==> src/rtl/ukf_input_loader.sv <==
// Streams a block of covariance words from on-chip memory into the UKF input FIFO,
// using a credit-limited skid buffer so memory reads never outrun downstream space.
module ukf_input_loader #(
    parameter int ADDR_W       = 10,
    parameter int DATA_W       = 128,
    parameter int READ_LATENCY = 1,
    parameter int BUF_DEPTH    = 4
) (
    input  logic                clock,
    input  logic                reset,
    input  logic                start,
    input  logic                abort,
    input  logic [ADDR_W-1:0]   base_addr,
    input  logic [ADDR_W:0]     word_count,
    input  logic                ready_in,
    input  logic [DATA_W-1:0]   readdata,
    output logic [ADDR_W-1:0]   address,
    output logic                chipselect,
    output logic                clken,
    output logic [DATA_W/8-1:0] byteenable,
    output logic                write,
    output logic                wr_enable,
    output logic [DATA_W-1:0]   write_data,
    output logic                busy,
    output logic                done
);

    localparam int CNT_W = ADDR_W + 1;
    localparam int PTR_W = $clog2(BUF_DEPTH);
    localparam int OCC_W = PTR_W + 1;
    localparam int CR_W  = OCC_W + 1;

    typedef enum logic [2:0] {IDLE, ISSUE, DRAIN, DONE, FLUSH} state_t;

    state_t                  state, state_next;
    logic [ADDR_W-1:0]       base_q;
    logic [CNT_W-1:0]        count_q;
    logic [CNT_W-1:0]        issued;
    logic [CNT_W-1:0]        sent;
    logic [READ_LATENCY-1:0] pipe;
    logic [DATA_W-1:0]       buf_mem [BUF_DEPTH];
    logic [PTR_W-1:0]        head, tail;
    logic [OCC_W-1:0]        occ;
    logic [OCC_W-1:0]        inflight;
    logic [CR_W-1:0]         credit_used;
    logic                    issue;
    logic [ADDR_W-1:0]       issue_addr;
    logic                    push, pop, flush_now;

    assign clken      = 1'b1;
    assign byteenable = '1;
    assign write      = 1'b0;

    // Reads still owed back by memory: the request on the bus plus the valid pipe.
    always_comb begin
        inflight = OCC_W'(chipselect);
        for (int i = 0; i < READ_LATENCY; i++) begin
            inflight = inflight + OCC_W'(pipe[i]);
        end
        credit_used = CR_W'(inflight) + CR_W'(occ);
    end

    always_comb begin
        state_next = state;
        case (state)
            IDLE: begin
                if (start) begin
                    state_next = (word_count == '0) ? DONE : ISSUE;
                end
            end
            ISSUE: begin
                if (abort) begin
                    state_next = FLUSH;
                end else if (issued == count_q) begin
                    state_next = DRAIN;
                end
            end
            DRAIN: begin
                if (abort) begin
                    state_next = FLUSH;
                end else if (sent == count_q) begin
                    state_next = DONE;
                end
            end
            DONE:    state_next = IDLE;
            FLUSH: begin
                if (inflight == '0) begin
                    state_next = IDLE;
                end
            end
            default: state_next = IDLE;
        endcase
    end

    // The first read goes out straight from IDLE so chipselect rises the cycle after start.
    always_comb begin
        issue      = 1'b0;
        issue_addr = base_q + issued[ADDR_W-1:0];
        if (state == IDLE && start && word_count != '0) begin
            issue      = 1'b1;
            issue_addr = base_addr;
        end else if (state == ISSUE && !abort && issued < count_q &&
                     credit_used < CR_W'(BUF_DEPTH)) begin
            issue = 1'b1;
        end
    end

    assign flush_now = (state_next == FLUSH);
    assign push      = pipe[READ_LATENCY-1] && !flush_now;
    assign pop       = (state == ISSUE || state == DRAIN) && !abort &&
                       occ != '0 && ready_in;

    always_ff @(posedge clock) begin
        if (reset) begin
            state      <= IDLE;
            base_q     <= '0;
            count_q    <= '0;
            issued     <= '0;
            sent       <= '0;
            pipe       <= '0;
            head       <= '0;
            tail       <= '0;
            occ        <= '0;
            address    <= '0;
            chipselect <= 1'b0;
            wr_enable  <= 1'b0;
            write_data <= '0;
            busy       <= 1'b0;
            done       <= 1'b0;
        end else begin
            state      <= state_next;
            chipselect <= issue;
            if (issue) begin
                address <= issue_addr;
            end

            if (state == IDLE && start) begin
                base_q  <= base_addr;
                count_q <= word_count;
                issued  <= CNT_W'(issue);
                sent    <= '0;
            end else if (issue) begin
                issued <= issued + CNT_W'(1);
            end

            pipe[0] <= chipselect;
            for (int i = 1; i < READ_LATENCY; i++) begin
                pipe[i] <= pipe[i-1];
            end

            wr_enable <= pop;
            if (pop) begin
                write_data <= buf_mem[head];
                head       <= head + PTR_W'(1);
                sent       <= sent + CNT_W'(1);
            end
            if (push) begin
                tail <= tail + PTR_W'(1);
            end
            occ <= occ + OCC_W'(push) - OCC_W'(pop);

            // Abort drops buffered words; late returns are ignored via push above.
            if (flush_now) begin
                head <= '0;
                tail <= '0;
                occ  <= '0;
            end

            done <= (state_next == DONE);
            busy <= (state_next == ISSUE || state_next == DRAIN || state_next == FLUSH);
        end
    end

    always_ff @(posedge clock) begin
        if (push) begin
            buf_mem[tail] <= readdata;
        end
    end

    overflow_check: assert property (@(posedge clock) disable iff (reset)
        !(push && !pop && occ == OCC_W'(BUF_DEPTH)));

endmodule

==> config.mk <==
export PLATFORM = sky130hd
export DESIGN_NAME = ukf_input_loader
export DESIGN_NICKNAME = d
export VERILOG_FILES = /design/src/rtl/ukf_input_loader.sv
export SDC_FILE = /design/constraint.sdc
export NUM_CORES = 1
export LEC_CHECK = 0
export BUFFER_PORTS_ARGS = -buffer_cell sky130_fd_sc_hd__buf_2
export CAP_MARGIN = 20
export CORE_MARGIN = 10
export CORE_UTILIZATION = 32
export CTS_CLUSTER_DIAMETER = 100
export CTS_CLUSTER_SIZE = 10
export DETAILED_ROUTE_END_ITERATION = 8
export GPL_TIMING_DRIVEN = 0
export PLACE_DENSITY = 0.59
export SETUP_SLACK_MARGIN = 0.3
export SLEW_MARGIN = 30
export SYNTH_ARGS = -nofsm -noshare
export SYNTH_HDL_FRONTEND = slang
export SYNTH_SLANG_ARGS = --single-unit
==> constraint.sdc <==
create_clock -name clock -period 5.2 [get_ports clock]
set_input_delay 0.26 -clock clock [delete_from_list [all_inputs] [get_ports clock]]
set_output_delay 0.26 -clock clock [all_outputs]
set_load 0.01 [all_outputs]
# Word level (Yosys, flattened, before mapping)
# Memories as Yosys holds them, arrays and structs flattened. A register that Yosys moved wholly into a read port is not among the register bits.
# Cells that the tools add are included.
totals:
  out_inout_bits: 160
  regBits: 68
  in_bits: 154
  ram_bits: 512
  wordCells: 76
  n_memories: 1
classes:
  n_addsub: 9
  eq_ne: 9
  muxes: 17
  n_reduce_logical: 23
  n_lt_le_gt_ge: 2
memory_table:
  columns: ["memory", "depth", "width", "read_ports", "rd_ports_with_merged_regs", "write_ports", "line", "source"]
  rows:
  - ["buf_mem", 4, 128, 1, 1, 1, "41", "logic [DATA_W-1:0] buf_mem [BUF_DEPTH];"]
ops:
  columns: ["op", "count"]
  rows:
  - ["adder 11 x 1 -> 11 bit (second input constant)", 2]
  - ["equality test 11 bit", 2]
  - ["two-way mux 11 bit", 2]
  - ["two-way mux 3 bit", 6]
  - ["one-hot mux 3 bit (4 select lines)", 1]
  - ["logical NOT 11 bit", 1]
  - ["less-than comparator 11 bit", 1]
  - ["nonzero test 11 bit", 1]
  - ["adder 10 bit", 1]
  - ["two-way mux 10 bit", 1]
  - ["equality test 3 x 2 -> 1 bit (second input constant)", 3]
  - ["logical AND 1 bit", 9]
  - ["equality test 3 x 1 -> 1 bit (second input constant)", 2]
  - ["equality test 3 bit (second input constant)", 2]
  - ["logical NOT 3 bit", 2]
  - ["two-way mux 1 bit", 6]
  - ["adder 2 x 1 -> 2 bit (second input constant)", 2]
  - ["adder 2 x 3 -> 4 bit", 1]
  - ["less-than comparator 4 x 3 -> 1 bit (second input constant)", 1]
  - ["nonzero test 2 bit", 2]
  - ["OR reduction 2 bit", 2]
  - ["adder 3 x 1 -> 3 bit", 1]
  - ["logical OR 1 bit", 3]
  - ["nonzero test 3 bit", 1]
  - ["other kinds (4)", 5]

# Logic depth before layout (Yosys ltp)
# Gate-level depths: netlist of the first run.
depth:
  ltp_word: 9
  mapped_depth: 15
  depth_no_buf: 14

# Worst setup path before layout of the first run
# No wires, ideal clock.
synth_timing:
  kind: "flip-flop to flip-flop"
  from: "register pipe"
  to: "memory buf_mem[0][0], enable pin"
  slack_ns: 0.613
  setup_ns: 0.503
  arrival_time_ns: 4.083
  stages_incl_launch_ff: 7
  required_ns: 4.697
  path_cell_list: "dfxtp_1 > clkbuf_1 > inv_1 > ha_1 > nor4_1 > a31oi_1 > and3_1"
synth_between:
  elab_chain_len: 9
synth_rtl:
  columns: ["element", "line", "source"]
  rows:
  - ["from (decl)", "40", "logic [READ_LATENCY-1:0] pipe;"]
  - ["from (signal, indexed assignment)", "148", "pipe[i] <= pipe[i-1];"]
  - ["adder 1 x 1 -> 2 bit", "58", "inflight = inflight + OCC_W'(pipe[i]);"]
  - ["logical NOT 3 bit", "87", "if (inflight == '0) begin"]
  - ["two-way mux 3 bit", "87", null]
  - ["one-hot mux 3 bit (4 select lines)", "65", "case (state)"]
  - ["equality test 3 bit", "108", "assign flush_now = (state_next == FLUSH);"]
  - ["logical NOT 1 bit", "109", "assign push = pipe[READ_LATENCY-1] && !flush_now;"]
  - ["logical AND 1 bit *", "109", null]
  - ["two-way mux 1 bit *", "175", "if (push) begin"]
  - ["two-way mux 1 bit (not written as such) *", "176", "buf_mem[tail] <= readdata;"]
  - ["to (decl)", "41", null]
# Mark *: on every way between the ends. The rest lies on a longest branch, timed or not.

# Final worst setup path of the first run
layout_timing:
  from: "register state[1]"
  to: "register occ[2]"
layout_between:
  elab_cells_between_ends: 21
layout_lines:
  columns: ["element", "line", "source"]
  rows:
  - ["from (decl)", "35", "state_t state, state_next;"]
  - ["from (signal assigned)", "131", "state <= state_next;"]
  - ["equality test 3 x 1 -> 1 bit or equality test 3 x 2 -> 1 bit (tied branches)", "110", "assign pop = (state == ISSUE || state == DRAIN) && !abort &&"]
  - ["logical OR 1 bit *", "110", null]
  - ["logical AND 1 bit * (2 in a row)", "110", null]
  - ["logical AND 1 bit *", "111", "occ != '0 && ready_in;"]
  - ["named net pop", "48", "logic push, pop, flush_now;"]
  - ["subtractor 3 x 1 -> 3 bit *", "160", "occ <= occ + OCC_W'(push) - OCC_W'(pop);"]
  - ["to (signal assigned)", "160", null]
  - ["to (decl)", "43", "logic [OCC_W-1:0] occ;"]
# Mark *: on every way through the listed nets, which the timed path passes. The rest lies on a longest branch.
# A chain may end at the register's enable or synchronous reset.

==> results of run 1 <==
==> critical path, cell delays in order, from the launching register on <==
cell                       delay (ns)
sky130_fd_sc_hd__dfxtp_1         0.44
sky130_fd_sc_hd__xor2_1          0.24
sky130_fd_sc_hd__nand4_1         0.18
sky130_fd_sc_hd__inv_1           0.16
sky130_fd_sc_hd__clkbuf_2        0.48
sky130_fd_sc_hd__clkbuf_1        0.59
sky130_fd_sc_hd__ha_1            0.36
sky130_fd_sc_hd__inv_1           0.06
sky130_fd_sc_hd__ha_1            0.12
sky130_fd_sc_hd__inv_1           0.05
sky130_fd_sc_hd__fa_1            0.39
sky130_fd_sc_hd__xor2_1          0.19
sky130_fd_sc_hd__xnor2_1         0.14
sky130_fd_sc_hd__nor2_1          0.05
==> cells by family after synthesis <==
family,synth area share [%]
adders and majority gates,1.61
buffers and inverters,2.10
other,0.0283
and+or+nand+nor,6.91
AOI/OAI and AO/OA,4.58
xor gates and xnor gates,0.956
DFF,72.6
muxes,11.2
==> metal layers <==
layer / GRT usage (%) / up-vias / share of wire [%]
li1: - / 7459 / -
met1: 17.1 / 8112 / 40
met2: 24.9 / 446 / 50
met3: 3.97 / 110 / 7.2
met4: 4.20 / 12 / 2.1
met5: 0 / - / 0.099
==> power breakdown <==
part / internal [mW] / leakage, nW / switching [mW]
combinational: 0.261 / 4.33 / 0.316
sequential: 6.14 / 6.20 / 0.0396
clock: 2.93 / 1.13 / 2.25
total: 9.33 / 11.7 / 2.61
==> repair_timing <==
item / in CTS / in global routing
setup buffers: 0 / 0
hold buffers: 149 / 0
endpoints found under the hold margin: 542 / 0
==> layout make-up <==
| class | count | area, µm² | area share (%) |
|---|---|---|---|
| Antenna cell | 4 | 10.0 | 0.0297 |
| Buffer | 106 | 489 | 1.45 |
| Clock buffer | 134 | 2210 | 6.57 |
| Clock inverter | 7 | 169 | 0.501 |
| Inverter | 25 | 93.8 | 0.278 |
| Multi-Input combinational cell | 874 | 6800 | 20.2 |
| Sequential cell | 708 | 19300 | 57.2 |
| Tap cell | 1070 | 1340 | 3.97 |
| Timing Repair Buffer | 459 | 3310 | 9.82 |
==> flip-flops by register name (all words and copies together), names as in the netlist, 2 cells and up <==
register	count
address	10
base_q	10
buf_mem	512
count_q	11
head	2
issued	11
occ	3
sent	11
state	3
tail	2
write_data	128
==> synth_stat cells (3+ instances only) <==
master,n,area share (%)
sky130_fd_sc_hd__edfxtp_1,512,58
sky130_fd_sc_hd__nand2_1,315,4.4
sky130_fd_sc_hd__dfxtp_1,196,15
sky130_fd_sc_hd__a21oi_1,169,3.2
sky130_fd_sc_hd__mux4_2,128,11
sky130_fd_sc_hd__clkbuf_1,69,0.97
sky130_fd_sc_hd__nor2_1,47,0.66
sky130_fd_sc_hd__ha_1,31,1.5
sky130_fd_sc_hd__inv_1,25,0.35
sky130_fd_sc_hd__buf_1,19,0.27
sky130_fd_sc_hd__buf_4,18,0.51
sky130_fd_sc_hd__xor2_1,17,0.56
sky130_fd_sc_hd__o21ai_0,15,0.28
sky130_fd_sc_hd__xnor2_1,12,0.40
sky130_fd_sc_hd__a211oi_1,11,0.31
sky130_fd_sc_hd__nand3_1,10,0.19
sky130_fd_sc_hd__and3_1,9,0.21
sky130_fd_sc_hd__or3_1,9,0.21
sky130_fd_sc_hd__mux2i_1,8,0.30
sky130_fd_sc_hd__nand4_1,8,0.19
sky130_fd_sc_hd__nor3_1,6,0.11
sky130_fd_sc_hd__o211ai_1,6,0.17
sky130_fd_sc_hd__nand3b_1,5,0.14
sky130_fd_sc_hd__nor4_1,5,0.12
sky130_fd_sc_hd__a31oi_1,4,0.094
sky130_fd_sc_hd__or4_1,4,0.11
sky130_fd_sc_hd__and2_1,3,0.071
sky130_fd_sc_hd__nand2b_1,3,0.071
==> path summary, 6_finish.rpt <==
kind / to / slack, ns / depth (start not counted)
min reg2reg: write_data[127] / 0.45 / 2
min: state[2] / 0.15 / 3
max: occ[2] / 1.63 / 13
max reg2reg: occ[2] / 1.63 / 13
==> cells in the final DEF (no fill, tap or decap), types with 5 or more instances in the layout <==
cell type / n
sky130_fd_sc_hd__edfxtp_1: 512
sky130_fd_sc_hd__nand2_1: 315
sky130_fd_sc_hd__buf_2: 296
sky130_fd_sc_hd__dfxtp_1: 196
sky130_fd_sc_hd__a21oi_1: 169
sky130_fd_sc_hd__dlygate4sd3_1: 149
sky130_fd_sc_hd__mux4_2: 128
sky130_fd_sc_hd__clkbuf_1: 113
sky130_fd_sc_hd__clkbuf_16: 80
sky130_fd_sc_hd__nor2_1: 47
sky130_fd_sc_hd__ha_1: 31
sky130_fd_sc_hd__inv_1: 25
sky130_fd_sc_hd__buf_4: 18
sky130_fd_sc_hd__conb_1: 18
sky130_fd_sc_hd__xor2_1: 17
sky130_fd_sc_hd__clkbuf_2: 17
sky130_fd_sc_hd__o21ai_0: 15
sky130_fd_sc_hd__xnor2_1: 12
sky130_fd_sc_hd__buf_12: 12
sky130_fd_sc_hd__a211oi_1: 11
sky130_fd_sc_hd__nand3_1: 10
sky130_fd_sc_hd__or3_1: 9
sky130_fd_sc_hd__buf_1: 9
sky130_fd_sc_hd__nand4_1: 8
sky130_fd_sc_hd__mux2i_1: 8
sky130_fd_sc_hd__nor3_1: 6
sky130_fd_sc_hd__o211ai_1: 6
sky130_fd_sc_hd__nor4_1: 5
sky130_fd_sc_hd__nand3b_1: 5
sky130_fd_sc_hd__and3_1: 5
==> metrics by stage <==
| stage | TNS (ns) | setup WS [ns] | hold WS [ns] |
|---|---|---|---|
| after floorplan | 0 | 0.613 | 0.359 |
| after global placement | -1310.60 | -2.59 | 0.442 |
| after detailed placement | 0 | 1.51 | 0.443 |
| after CTS | 0 | 1.47 | 0.0847 |
| after global routing | 0 | 1.35 | 0.149 |
| final | 0 | 1.63 | 0.152 |
==> results.toml, run 1 <==
[run_status]
outcome = "finished, final reports clean"

[hold_path]
hold_start = "abort"
worst_hold_path_type = "primary input to flip-flop"

[pwr]
total_power_mw = 11.9
p_leak_nw = 11.7
peakVddDrop_mv = 0.299
power-per-cell-area_nw_per_um2 = 354

[synth]
ys_async_sr_fraction_pct = 0
synth_cell_types = 51
post_synth.cell_area_avg_um2 = 15.7
synth_edf_count = 512
yosysWarnings = 0
synth_sequential_area_ratio_pct = 72.6
postSynth.topFlopCell = "sky130_fd_sc_hd__edfxtp_1"
ys_ff_latch = 708
synthesis.area_um2 = 26600
synthesis.instances = 1697

[clocking]
tritoncts_clock_tree = "yes"
h-tree-depth = 3
worst_skew_pair.late_latency_ns = 0.64
clockBufferDepth = 3
cts_root_buf = "sky130_fd_sc_hd__clkbuf_16"
numCtsBuffers = 80
cts.clk_slew.worst_paths_ns = 0.06
postCtsResizedCells = 0
clock-sinks = 708

[floorplanning]
floorplan.rows = 105
design.core.area_um2 = 82200
fp.dieArea_um2 = 95000
die_h_um = 308
ioPinCount = 314
start_util_pct = 32.3
die_w_um = 308

[placed_design]
placed_cell_area_um2 = 29800
buffer_ports.inserted = 294
detailedPlacementHpwl_um = 46800
post-place-cells = 3093
place.gp.congestion = 0.832

[final_layout]
num-fill-cells = 7555
layoutNonFillerInstCount = 3387
areaGrowthSynthToFinish_pct = 26.9
layout.core_utilization_pct = 41.0
final_net_count = 2441
layout.cell_area.non_filler_um2 = 33700
final_layout_size_suffix_gt1_share_pct = 24.9

[grt]
grt_antenna_before_repair = 11
vias_in_the_first_global_route = 17043
global_route_wire_length_before_repair_um = 103000
gr-usage-all-layers_pct = 14.3
grt.overflow.total = 0
pin_count_of_the_biggest_net_entering_global_routing = 34

[critical_path]
timing.critical_path.from = "state[1]"
worst_setup_path_end_kind = "flip-flop"
critPathMaxFanout = 10
critPathKind = "flip-flop to flip-flop"
r2r_start = "state[1]"
critPathArrivalTime_ns = 4.09
required_worst_endpoint_ns = 5.72
worst_setup_path_start_kind = "flip-flop"

[detailed_routing]
routed_wl_um = 69400
drtPass1Iterations = 5
vias = 16139
ant_nets = 0
post_drt_via_cell_ratio = 4.76
first_iter_violations = 906
detail_route.wl_per_cell_um = 20.5
detail_route.drc_violations = 0

[timing]
fmaxAchievable_mhz = 280
fin_crit_ns = 3.57
rsz_0062_raised_after_global_routing = "false"
tightest_slew_ns = 0.848
setup_viol = 0
final_hold_viol_count = 0
slew_viol_final = 0
relSlewSlack_pct = 43.3
fin_crit_sh_pct = 68.6
worst_clock_skew_ns = 0.0291

[job]
cap_viol_max_count = 0
Note: power is estimated with default switching activity, not from simulation.
==> run 2, diff against run 1 <==
Settings changed: ABC_AREA from default to 1, PLACE_DENSITY 0.59 to 0.61.
Clock period 5.2 ns to 3.2 ns, I/O delays scaled along.
==> results.toml, run 2 <==
[pwr]
p_leak_nw = 13.1
power-per-cell-area_nw_per_um2 = 555
peakVddDrop_mv = 0.426
total_power_mw = 19.7

[detailed_routing]
post_drt_via_cell_ratio = 4.78
routed_wl_um = 82100
first_iter_violations = 1526
drtPass1Iterations = 6
ant_nets = 0
vias = 20048
detail_route.drc_violations = 0
detail_route.wl_per_cell_um = 19.6

[floorplanning]
floorplan.rows = 107
die_h_um = 314
die_w_um = 314
design.core.area_um2 = 85400
start_util_pct = 32.3
fp.dieArea_um2 = 98400
ioPinCount = 314

[critical_path]
required_worst_endpoint_ns = 3.74
critPathKind = "flip-flop to flip-flop"
critPathTopFamily = "adder cells"
critical_path.n_buffers_inverters = 4
worst_setup_path_start_kind = "flip-flop"
cpMaxStageDelayCell = "sky130_fd_sc_hd__dfxtp_1"
critical_path_cell_count = 13
delay_of_the_slowest_critical_path_stage_ns = 0.44
worst_setup_path_end_kind = "flip-flop"
reg2reg_depth = 13
critPathArrivalTime_ns = 3.25
crit_path_cell_trace = "nor3_1 -> nor3_2 -> nand2_2 -> inv_4 -> clkbuf_4 -> ha_1 -> inv_1 -> ha_1 -> inv_1 -> fa_1 -> xnor2_1 -> or2_2 -> a21oi_1"
critPathMaxFanout = 10

[final_layout]
largest_registers = "buf_mem (512), write_data (128)"
areaGrowthSynthToFinish_pct = 28.4
layout.cell_area.non_filler_um2 = 35500
flip_flop_and_latch_area_um2 = 19300
final_layout_size_suffix_gt1_share_pct = 18.0
multiInputGateArea_um2 = 7160
top_register = "buf_mem"
layout.core_utilization_pct = 41.5
num-fill-cells = 8209
flip_flop_count_of_the_largest_register_all_copies_and_words_added = 512
layout_common_cells = "sky130_fd_sc_hd__nor2_1, sky130_fd_sc_hd__edfxtp_1, sky130_fd_sc_hd__buf_2"
final_net_count = 3169
leading_cell_type_in_the_layout_fill_and_taps_excluded = "sky130_fd_sc_hd__nor2_1"

[synth]
synth_sequential_area_ratio_pct = 69.9
yosysWarnings = 0
synth_common_cells = "sky130_fd_sc_hd__nor2_1, sky130_fd_sc_hd__edfxtp_1, sky130_fd_sc_hd__o21ai_0"
synthesis.area_um2 = 27600
synthMostInstantiatedCell = "sky130_fd_sc_hd__nor2_1"
synth_cell_types = 42
post_synth.cell_area_avg_um2 = 11.5
synth_top_cell_by_area = "sky130_fd_sc_hd__edfxtp_1"
ys_ff_latch = 708
synthesis.instances = 2403
synth.top_cells.by_area = "sky130_fd_sc_hd__edfxtp_1, sky130_fd_sc_hd__dfxtp_1, sky130_fd_sc_hd__nor2_1"
synth_edf_count = 512
postSynth.topFlopCell = "sky130_fd_sc_hd__edfxtp_1"
synth_top_cell_area_share_pct = 55.7
ys_async_sr_fraction_pct = 0

[timing]
final.setup.tns_ns = 0
setup_viol = 0
fin_crit_sh_pct = 84.7
slew_viol_final = 0
tightest_slew_ns = 0.777
final_hold_viol_count = 0
worst_clock_skew_ns = 0.0305
fin_crit_ns = 2.71
rsz_0062_raised_after_global_routing = "false"
relSlewSlack_pct = 48.2
fmaxAchievable_mhz = 369

[clocking]
cts.clk_slew.worst_paths_ns = 0.06
post-cts-setup-buffer-count = 0
worst_skew_pair.late_latency_ns = 0.63
clockBufferDepth = 3
clock-sinks = 708
numCtsBuffers = 81
tritoncts_clock_tree = "yes"
h-tree-depth = 3
cts_root_buf = "sky130_fd_sc_hd__clkbuf_16"

[grt]
pin_count_of_the_biggest_net_entering_global_routing = 21
global_route_wire_length_before_repair_um = 123000
vias_in_the_first_global_route = 19787
gr-usage-all-layers_pct = 16.2
grt_antenna_before_repair = 14
grt.overflow.total = 0

[placed_design]
place.gp.congestion = 0.824
placed_cell_area_um2 = 31500
buffer_ports.inserted = 295
detailedPlacementHpwl_um = 57000

[job]
cap_viol_max_count = 0

[hold_path]
min_delay_path_depth = 6
worst_hold_path_type = "primary input to flip-flop"

[run_status]
outcome = "finished, final reports clean"
run 2: per-layer routing:
| layer | up-vias | track usage [%] | wire, µm |
|---|---|---|---|
| met5 | - | 0 | 63 |
| met4 | 10 | 4.89 | 1890 |
| met3 | 128 | 3.30 | 4740 |
| met2 | 584 | 27.5 | 40400 |
| met1 | 9688 | 20.5 | 35000 |
| li1 | 9638 | - | - |
run 2: area by class of cell:
cell class,instances,share of cell area [%]
inverters,72,0.790
plain buffers,161,2.81
repair buffers,480,10.9
clock inverters,8,0.392
flip-flops and latches,708,54.4
clock buffers,141,6.41
multi-input cells,1478,20.2
diodes,4,0.0282
well taps,1144,4.04
run 2: through the flow:
stage / instances / worst slack [ns] / hold slack [ns]
after floorplan: 2419 / 0.0302 / 0.259
after global placement: 3858 / -1.82 / 0.375
after detailed placement: 3891 / 0.357 / 0.375
after CTS: 4192 / 0.329 / 0.144
after global routing: 4194 / 0.301 / 0.222
final: 4196 / 0.490 / 0.173
run 2: final timing paths:
kind              startpoint  slack [ns]         end
setup / recovery      occ[1]        0.49      occ[2]
hold reg to reg   address[6]        0.45  address[6]
hold / removal         start        0.17   issued[1]
setup reg to reg      occ[1]        0.49      occ[2]
run 2: what timing repair did:
action                                  4_1_cts  5_1_grt
hold endpoints to repair                    544        0
hold buffers                                152        0
resized for setup                             0        3
endpoints found under the setup margin        0        1
run 2: cells by family (layout without fill, tap and decap cells):
kind of cell / count (synthesis) / after routing / share of synthesized area (%)
DFF: 708 / 708 / 69.9
AOI/OAI and AO/OA: 603 / 603 / 11.6
and+or+nand+nor: 804 / 804 / 11.8
adders and majority gates: 33 / 33 / 1.55
buffers and inverters: 233 / 862 / 4.59
xor gates and xnor gates: 20 / 20 / 0.634
other: 2 / 22 / 0.0272
run 2: where the power goes:
group | leakage [nW] | switching [mW] | internal [mW]
clock network | 1.14 | 3.67 | 4.85
registers | 6.21 | 0.0663 | 9.99
logic | 5.80 | 0.644 | 0.468
total | 13.1 | 4.38 | 15.3
run 2: worst reg2reg max path, delay by kind of cell, from the launching register on:
family / cells / cell delay, ns
flip-flops: 1 / 0.44
AND/OR/NAND/NOR: 4 / 0.66
AO/OA/AOI/OAI: 1 / 0.13
XOR/XNOR: 1 / 0.15
adder cells (fa/ha/maj): 3 / 0.75
buffers and inverters: 4 / 0.52
